## config.mk

```make
export PLATFORM = sky130hd
export DESIGN_NAME = sha512_msg_padder
export DESIGN_NICKNAME = d
export VERILOG_FILES = /design/src/rtl/sha512_msg_padder.sv
export SDC_FILE = /design/constraint.sdc
export NUM_CORES = 2
export LEC_CHECK = 0
export ABC_AREA = 1
export CAP_MARGIN = 30
export CORE_AREA = 2 2 428 430
export CTS_BUF_LIST = sky130_fd_sc_hd__clkbuf_4 sky130_fd_sc_hd__clkbuf_8
export DETAILED_ROUTE_END_ITERATION = 10
export DIE_AREA = 0 0 430 432
export GPL_TIMING_DRIVEN = 0
export MAX_ROUTING_LAYER = met4
export PLACE_DENSITY = 0.52
export SKIP_CTS_REPAIR_TIMING = 1
export SYNTH_ARGS = -nofsm -noshare
export SYNTH_HDL_FRONTEND = slang
export SYNTH_SLANG_ARGS = --single-unit
```

## constraint.sdc

```tcl
create_clock -name clk -period 34.5 [get_ports clk]
set_clock_uncertainty 0.05 [all_clocks]
set_input_delay 3.45 -clock clk [delete_from_list [all_inputs] [get_ports clk]]
set_output_delay 3.45 -clock clk [all_outputs]
set_load 0.01 [all_outputs]
```

## src/rtl/sha512_msg_padder.sv

```systemverilog
// ============================================================================
// sha512_msg_padder : FIPS 180-4 padding and 1024-bit block assembly for SHA512
// Revision 1.0
// ============================================================================
`default_nettype none

module sha512_msg_padder #(
  parameter int CNT_W = 64
) (
  input  logic          clk,
  input  logic          rst,
  input  logic [63:0]   msg_sig,
  input  logic [3:0]    msg_bytes,
  input  logic          msg_last,
  input  logic          msg_sync,
  output logic          msg_notify,
  output logic [1023:0] blk_sig,
  output logic          blk_first,
  output logic          blk_last,
  output logic          blk_sync,
  input  logic          blk_notify
);

  localparam logic [63:0] PAD_MSB = 64'h8000_0000_0000_0000;

  typedef enum logic [1:0] {
    FILL   = 2'd0,
    EMIT   = 2'd1,
    EMIT_X = 2'd2
  } state_t;

  state_t           state;
  logic [3:0]       idx;
  logic [CNT_W-1:0] count;
  logic             first_pend;
  logic             extra_pend;
  logic             extra_pad;

  logic [3:0]       n;
  logic [6:0]       sh;
  logic [63:0]      last_word;
  logic [4:0]       p;
  logic [9:0]       base_idx;
  logic [9:0]       base_p;
  logic [CNT_W-1:0] count_nxt;
  logic [127:0]     len_nxt;
  logic [127:0]     len_cur;
  logic [1023:0]    blk_word;
  logic [1023:0]    blk_x;

  // blk_sig doubles as the fill buffer; slot k lives at bits {~k,6'h3F} downto 64 below
  always_comb begin
    n         = (msg_bytes > 4'd8) ? 4'd8 : msg_bytes;
    sh        = {n, 3'b000};
    last_word = (msg_sig & ~({64{1'b1}} >> sh)) | (PAD_MSB >> sh);
    p         = (n == 4'd8) ? ({1'b0, idx} + 5'd1) : {1'b0, idx};
    base_idx  = {~idx, 6'h3F};
    base_p    = {~p[3:0], 6'h3F};
    count_nxt = count + (msg_last ? CNT_W'(n) : CNT_W'(8));
    len_nxt   = 128'({count_nxt, 3'b000});
    len_cur   = 128'({count, 3'b000});

    blk_word  = blk_sig;
    blk_word[base_idx -: 64] = msg_last ? last_word : msg_sig;
    if (msg_last && (n == 4'd8) && !p[4])
      blk_word[base_p -: 64] = PAD_MSB;
    if (msg_last && (p <= 5'd13))
      blk_word[127:0] = len_nxt;

    blk_x            = '0;
    blk_x[1023:960]  = extra_pad ? PAD_MSB : 64'd0;
    blk_x[127:0]     = len_cur;
  end

  always_ff @(posedge clk or posedge rst) begin
    if (rst) begin
      state      <= FILL;
      idx        <= 4'd0;
      count      <= '0;
      first_pend <= 1'b1;
      extra_pend <= 1'b0;
      extra_pad  <= 1'b0;
      blk_sig    <= '0;
      blk_sync   <= 1'b0;
      blk_first  <= 1'b0;
      blk_last   <= 1'b0;
      msg_notify <= 1'b0;
    end else begin
      case (state)
        FILL: begin
          msg_notify <= 1'b1;
          if (msg_sync && msg_notify) begin
            blk_sig <= blk_word;
            count   <= count_nxt;
            if (!msg_last && (idx != 4'd15)) begin
              idx <= idx + 4'd1;
            end else begin
              state      <= EMIT;
              msg_notify <= 1'b0;
              blk_sync   <= 1'b1;
              blk_first  <= first_pend;
              blk_last   <= msg_last && (p <= 5'd13);
              extra_pend <= msg_last && (p > 5'd13);
              extra_pad  <= msg_last && p[4];
            end
          end
        end

        EMIT: begin
          if (blk_notify) begin
            first_pend <= 1'b0;
            if (extra_pend) begin
              state     <= EMIT_X;
              blk_sig   <= blk_x;
              blk_first <= 1'b0;
              blk_last  <= 1'b1;
            end else begin
              state      <= FILL;
              blk_sync   <= 1'b0;
              blk_sig    <= '0;
              blk_first  <= 1'b0;
              blk_last   <= 1'b0;
              idx        <= 4'd0;
              msg_notify <= 1'b1;
              if (blk_last) begin
                count      <= '0;
                first_pend <= 1'b1;
              end
            end
          end
        end

        EMIT_X: begin
          if (blk_notify) begin
            state      <= FILL;
            blk_sync   <= 1'b0;
            blk_sig    <= '0;
            blk_first  <= 1'b0;
            blk_last   <= 1'b0;
            idx        <= 4'd0;
            count      <= '0;
            first_pend <= 1'b1;
            extra_pend <= 1'b0;
            extra_pad  <= 1'b0;
            msg_notify <= 1'b1;
          end
        end

        default: state <= FILL;
      endcase
    end
  end

endmodule

`default_nettype wire

```

# [Word-level counts from Yosys, hierarchy flattened]
# Cells that the tools add are included.
# W data, S select, Z words.
[word_totals] ff_bits=1101 latchBits=0 ramBits=0 romBits=0 inputBits=73 output_inout_bits=1028 wordCells=129 memories=0
[op_classes] addsub=5 multipliers=0 div=0 order_cmp=3 eq_ne=12 shifts=6 muxes=62 n_bitwise=5 n_reduce_logical=25
[op_table] operator="$mux W1024" n=5
[op_table] operator="$pmux W1024 S3" n=1
[op_table] operator="$shift A64 B12 Y1087 const A" n=2
[op_table] operator="$bwmux W1024" n=2
[op_table] operator="$shiftx A64 B12 Y1087" n=1
[op_table] operator="$shiftx A64 B12 Y1087 const A" n=1
[op_table] operator="$mux W64" n=7
[op_table] operator="$pmux W64 S3" n=1
[op_table] operator="$mux W128" n=1
[op_table] operator="$shr A64 B7 Y64 const A" n=2
[op_table] operator="$add A64 B4 Y64" n=1
[op_table] operator="$and A64 B64 Y64" n=1
[op_table] operator="$not A64 Y64" n=1
[op_table] operator="$or A64 B64 Y64" n=1
[op_table] operator="$mux W4" n=7
[op_table] operator="$neg A10 Y12" n=2
[op_table] operator="$mux W1" n=23
[op_table] operator="$reduce_and A4 Y1" n=5
[op_table] operator="$reduce_and A6 Y1" n=3
[op_table] operator="$ne A2 B2 Y1 const B" n=7
[op_table] operator="$pmux W4 S3" n=1
[op_table] operator="$mux W2" n=5
[op_table] operator="$pmux W1 S3" n=3
[op_table] operator="$not A4 Y4" n=2
[op_table] operator="other kinds (21)" n=33

# [Longest topological paths before layout]
[depth] word_depth=14 ltp_mapped=19 mapped_depth_nobuf=18

# [Least setup slack after synthesis]
# Ideal clock, no wire load.
[synth_path] kind="input port to flip-flop" start="input msg_bytes[3]" end="register blk_sig[65]" setup_time_ns=0.116 t_arrival_ns=5.716 t_required_ns=34.334 setup_slack_ns=28.618 stages=19 path_buffers=2 cell_sequence="buf_4 -> inv_2 -> nand2_2 -> buf_1 -> nor2_1 -> inv_1 -> fa_1 -> inv_1 -> nand3_1 -> nand2_1 -> nand2_1 -> nor2_1 -> nand3_1 -> nor2_1 -> nand2_1 -> nand2_1 -> nand2_1 -> nand2_1 -> nand2_1"
[synth_via] elab_chain_cells=14 word_cells_on_any_way=28 cone_classes="add/sub (2); order compare (2); eq/ne (1); shift (5); mux (10); bitwise (4); reduce/logical (4)"
[synth_lines] element="start: declaration" line_no="13" text="input logic [3:0] msg_bytes,"
[synth_lines] element="$gt A4 B4 Y1" line_no="53" text="n = (msg_bytes > 4'd8) ? 4'd8 : msg_bytes;"
[synth_lines] element="$mux W4 *" line_no="53"
[synth_lines] element="$shr A64 B7 Y64" line_no="55" text="last_word = (msg_sig & ~({64{1'b1}} >> sh)) | (PAD_MSB >> sh);"
[synth_lines] element="$not A64 Y64" line_no="55"
[synth_lines] element="$and A64 B64 Y64" line_no="55"
[synth_lines] element="$or A64 B64 Y64" line_no="55"
[synth_lines] element="$mux W64" line_no="64" text="blk_word[base_idx -: 64] = msg_last ? last_word : msg_sig;"
[synth_lines] element="$shiftx A64 B12 Y1087" line_no="64"
[synth_lines] element="$bwmux W1024" line_no="64"
[synth_lines] element="$bwmux W1024" line_no="66" text="blk_word[base_p -: 64] = PAD_MSB;"
[synth_lines] element="$mux W1024" line_no="65" text="if (msg_last && (n == 4'd8) && !p[4])"
[synth_lines] element="$mux W128 *" line_no="67" text="if (msg_last && (p <= 5'd13))"
[synth_lines] element="$mux W1024 *" line_no="92" text="if (msg_sync && msg_notify) begin"
[synth_lines] element="$pmux W1024 S3 *" line_no="89" text="case (state)"
[synth_lines] element="end signal: assignment" line_no="93" text="blk_sig <= blk_word;"
[synth_lines] element="end signal: assignment" line_no="114" text="blk_sig <= blk_x;"
[synth_lines] element="end: declaration" line_no="17" text="output logic [1023:0] blk_sig,"
# Mark *: on every way between the ends. The rest lies on a longest branch, timed or not. The select of a mux whose other input is x is not followed.
# A chain may end at the register's enable or synchronous reset.

# [Worst setup path after layout]
# Same ends and word-level chain as after synthesis.

==> results.cfg <==
[run_status]
status = completed

[sta]
timing_max_transition_violations_final = 0
setup_slack_ns = 27.34
part_of_the_cycle_the_worst_path_needs_pct = 20.75
maxSlewHeadroom_pct = 29.45
finalSetupViolations = 0
report.final.hold_viol_count = 0
finalCriticalPeriod_ns = 7.160
max_freq_mhz = 139.7
timing.setup.tns_ns = 0
tightestPinTransition_ns = 1.058
grt_setup_unrepaired = no

[worst_setup_path]
cp_data_required_time_ns = 35.34
worstPathMaxFanout = 10
slowest_stage = sky130_fd_sc_hd__nor2_1
endpoint = blk_sig[65]$_DFFE_PP0P_
timing_worst_setup_path_type = input port to register
r2r_setup_slack_ns = 28.69
critPathLaunch = msg_bytes[3]
start_kind = input port
worstReg2RegEnd = blk_sig[99]$_DFFE_PP0P_
ff2ff_path_depth = 16
crit_top_cell = sky130_fd_sc_hd__nand2_1
critPathCaptureType = register
rr_startpoint = idx[1]$_DFFE_PP0P_
critical_path.max_stage_delay_ns = 0.64
worst-endpoint-arrival_ns = 8.00
path_cells = clkdlybuf4s50_1 > buf_4 > inv_2 > nand2_2 > buf_1 > nor2_1 > inv_1 > fa_1 > inv_1 > nand3_1 > nand2_1 > nand2_1 > nor2_1 > nand3_1 > nor2_1 > nand2_1 > nand2_1 > nand2_1 > nand2_1 > nand2_1

[yosys]
post_synthesis_cell_area_mm2 = 0.05092
synthArstFlopShare_pct = 100.0
ys_seq_elements = 1101
syn-mean-instance-area_um2 = 8.736
post_synth_num_cell_types = 56
synth_sequential_area_ratio_pct = 54.11
synthDominantAreaCellType = sky130_fd_sc_hd__dfrtp_1
synthTopCellsByCount = sky130_fd_sc_hd__dfrtp_1 (1,100), sky130_fd_sc_hd__nand2_1 (954), sky130_fd_sc_hd__nor2_1 (692), sky130_fd_sc_hd__inv_1 (576), sky130_fd_sc_hd__nand3_1 (437)
synth-main-ff-cell = sky130_fd_sc_hd__dfrtp_1
synth.top_cell.area_share_pct = 54.06
synth-edff-count = 0
synthesis.nets = 5917
synth.area.top_cells = sky130_fd_sc_hd__dfrtp_1 (54%), sky130_fd_sc_hd__nand2_1 (7.0%), sky130_fd_sc_hd__a211oi_1 (5.5%)
yosysMostFrequentCell = sky130_fd_sc_hd__dfrtp_1
synthesis.instances = 5829
ys_warn_count = 0

[layout]
finish.cell_count_without_fillers = 9727
finish.utilization_pct = 38.50
fillCellCount = 18780
drive_above_1_share_pct = 10.14
final_net_count = 7251
area_growth_syn_to_layout_pct = 37.39

[floorplan]
die_area_mm2 = 0.1858
row_count = 157
initial_core_util_pct = 28.02
die_w_um = 430
ioPinCount = 1101
chipHeight_um = 432
core-area_mm2 = 0.1817

[clock_tree]
numCtsBuffers = 201
tritoncts = yes
cts.sinks = 1101
max-clock-path-buffers = 3
clk-insertion-delay-late_ns = 1.03
ctsRootBufferMaster = sky130_fd_sc_hd__clkbuf_8
h-tree-depth = 4
cts.reportedPaths.clkPinSlew_ns = 0.06

[routing]
route.vias.total = 52620
wire_per_inst_um = 33.46
avgViaCountPerCell = 5.409
first_pass_iters = 9
detail-route-antenna-nets = 0
detail_route.drc_violations = 0
drt_wl_total_mm = 325.5
drt-initial-drc-count = 5977

[grt]
global_route.usage.total_pct = 34.98
grt_overflow_total = 0
largest_net_degree_at_the_start_of_global_routing = 123
antenna_violations_before_repair = 34
number_of_global_route_vias_before_repair = 49680
grt_pass1_wl_mm = 433.7

[placed_design]
number_of_buffers_added_on_ports = 1099
hpwlAfterDp_mm = 261.8
routabilityCongestion = 0.9911
place.detailed.instances = 9344
pre_cts_slack_ns = 26.43

[power_and_ir_drop]
finalPower_w = 0.005354
vdd.ir_drop.worst_mv = 0.04448
static-leakage-power_nw = 28.52
power_per_cell_area_mw_per_mm2 = 76.54

[job]
drv.max_cap_violation_count = 0

[min_path]
min_path_type = register to register
## metrics by stage
step	cell area (µm²)	hold slack (ns)
floorplan	50920	0.4168
CTS	69910	0.4443
global placement	64910	0.4246
detailed placement	65470	0.4300
finish	69960	0.4409
global route	69950	0.4610
## cell families after synthesis
| logic type | share of synthesized area [%] |
|---|---|
| xor+xnor | 0.5332 |
| compound gates | 16.48 |
| fa+ha+maj | 0.3833 |
| flops | 54.11 |
| simple gates | 20.24 |
| buf+inv | 8.263 |
## worst min path at each step
stage	startpoint	endpoint	cells past startpoint
final	blk_sig[652]$_DFFE_PP0P_	blk_sig[652]$_DFFE_PP0P_	2
after global routing	blk_sig[652]$_DFFE_PP0P_	blk_sig[652]$_DFFE_PP0P_	2
after CTS	blk_sig[665]$_DFFE_PP0P_	blk_sig[665]$_DFFE_PP0P_	2
after detailed placement	blk_sig[665]$_DFFE_PP0P_	blk_sig[665]$_DFFE_PP0P_	2
after global placement	blk_sig[679]$_DFFE_PP0P_	blk_sig[679]$_DFFE_PP0P_	2
after floorplan	first_pend$_DFFE_PP1P_	first_pend$_DFFE_PP1P_	2
## layout make-up
class / count / area, µm² / area share [%]
sequential: 1101 / 27550 / 39.38
multi-input combinational: 3704 / 19170 / 27.40
clock inverter: 36 / 401.6 / 0.5741
inverter: 606 / 2287 / 3.269
buffer: 418 / 1928 / 2.756
tap: 2385 / 2984 / 4.265
clock buffer: 329 / 4040 / 5.775
antenna: 17 / 42.54 / 0.06081
timing repair buffer: 1131 / 11560 / 16.52
## per-layer routing
metal / share of wire [%] / global-route usage (%) / vias up / wire (µm)
li1: - / - / 22490 / -
met1: 39 / 41.93 / 26640 / 127500
met2: 46 / 53.86 / 2795 / 150400
met3: 7.4 / 7.163 / 693 / 24130
met4: 7.2 / 22.03 / 0 / 23470
met5: 0 / - / - / 0
## worst max-delay path, delay by kind of cell
kind / cells / cell delay (ns)
adders and majority gates: 1 / 0.51
buffers and inverters: 6 / 1.45
and+or+nand+nor: 13 / 2.56
## registers in the layout (all words and copies together), names as in the netlist
name and count:
idx 4, blk_sync 1, blk_sig 1024, blk_last 1, extra_pad 1, msg_notify 1, extra_pend 1, blk_first 1
state 2, first_pend 1, count 64
## power by group
part	switching, W	total, W	leakage, nW	internal [W]
Sequential	0.000200	0.00169	15.2	0.00149
Clock	0.000633	0.00141	2.36	0.000779
Combinational	0.00159	0.00225	11.0	0.000663
## layout by cell type (no fill, tap or decap), types with 60 or more instances in the layout
cell type	count
sky130_fd_sc_hd__dfrtp_1	1100
sky130_fd_sc_hd__clkdlybuf4s50_1	1099
sky130_fd_sc_hd__nand2_1	954
sky130_fd_sc_hd__nor2_1	692
sky130_fd_sc_hd__inv_1	575
sky130_fd_sc_hd__nand3_1	437
sky130_fd_sc_hd__o21ai_0	421
sky130_fd_sc_hd__a211oi_1	370
sky130_fd_sc_hd__clkbuf_8	251
sky130_fd_sc_hd__o22ai_1	212
sky130_fd_sc_hd__clkbuf_1	198
sky130_fd_sc_hd__buf_2	166
sky130_fd_sc_hd__nand4_1	160
sky130_fd_sc_hd__clkbuf_4	78
sky130_fd_sc_hd__o21ai_1	60
Power figures use the tool's default switching activity.
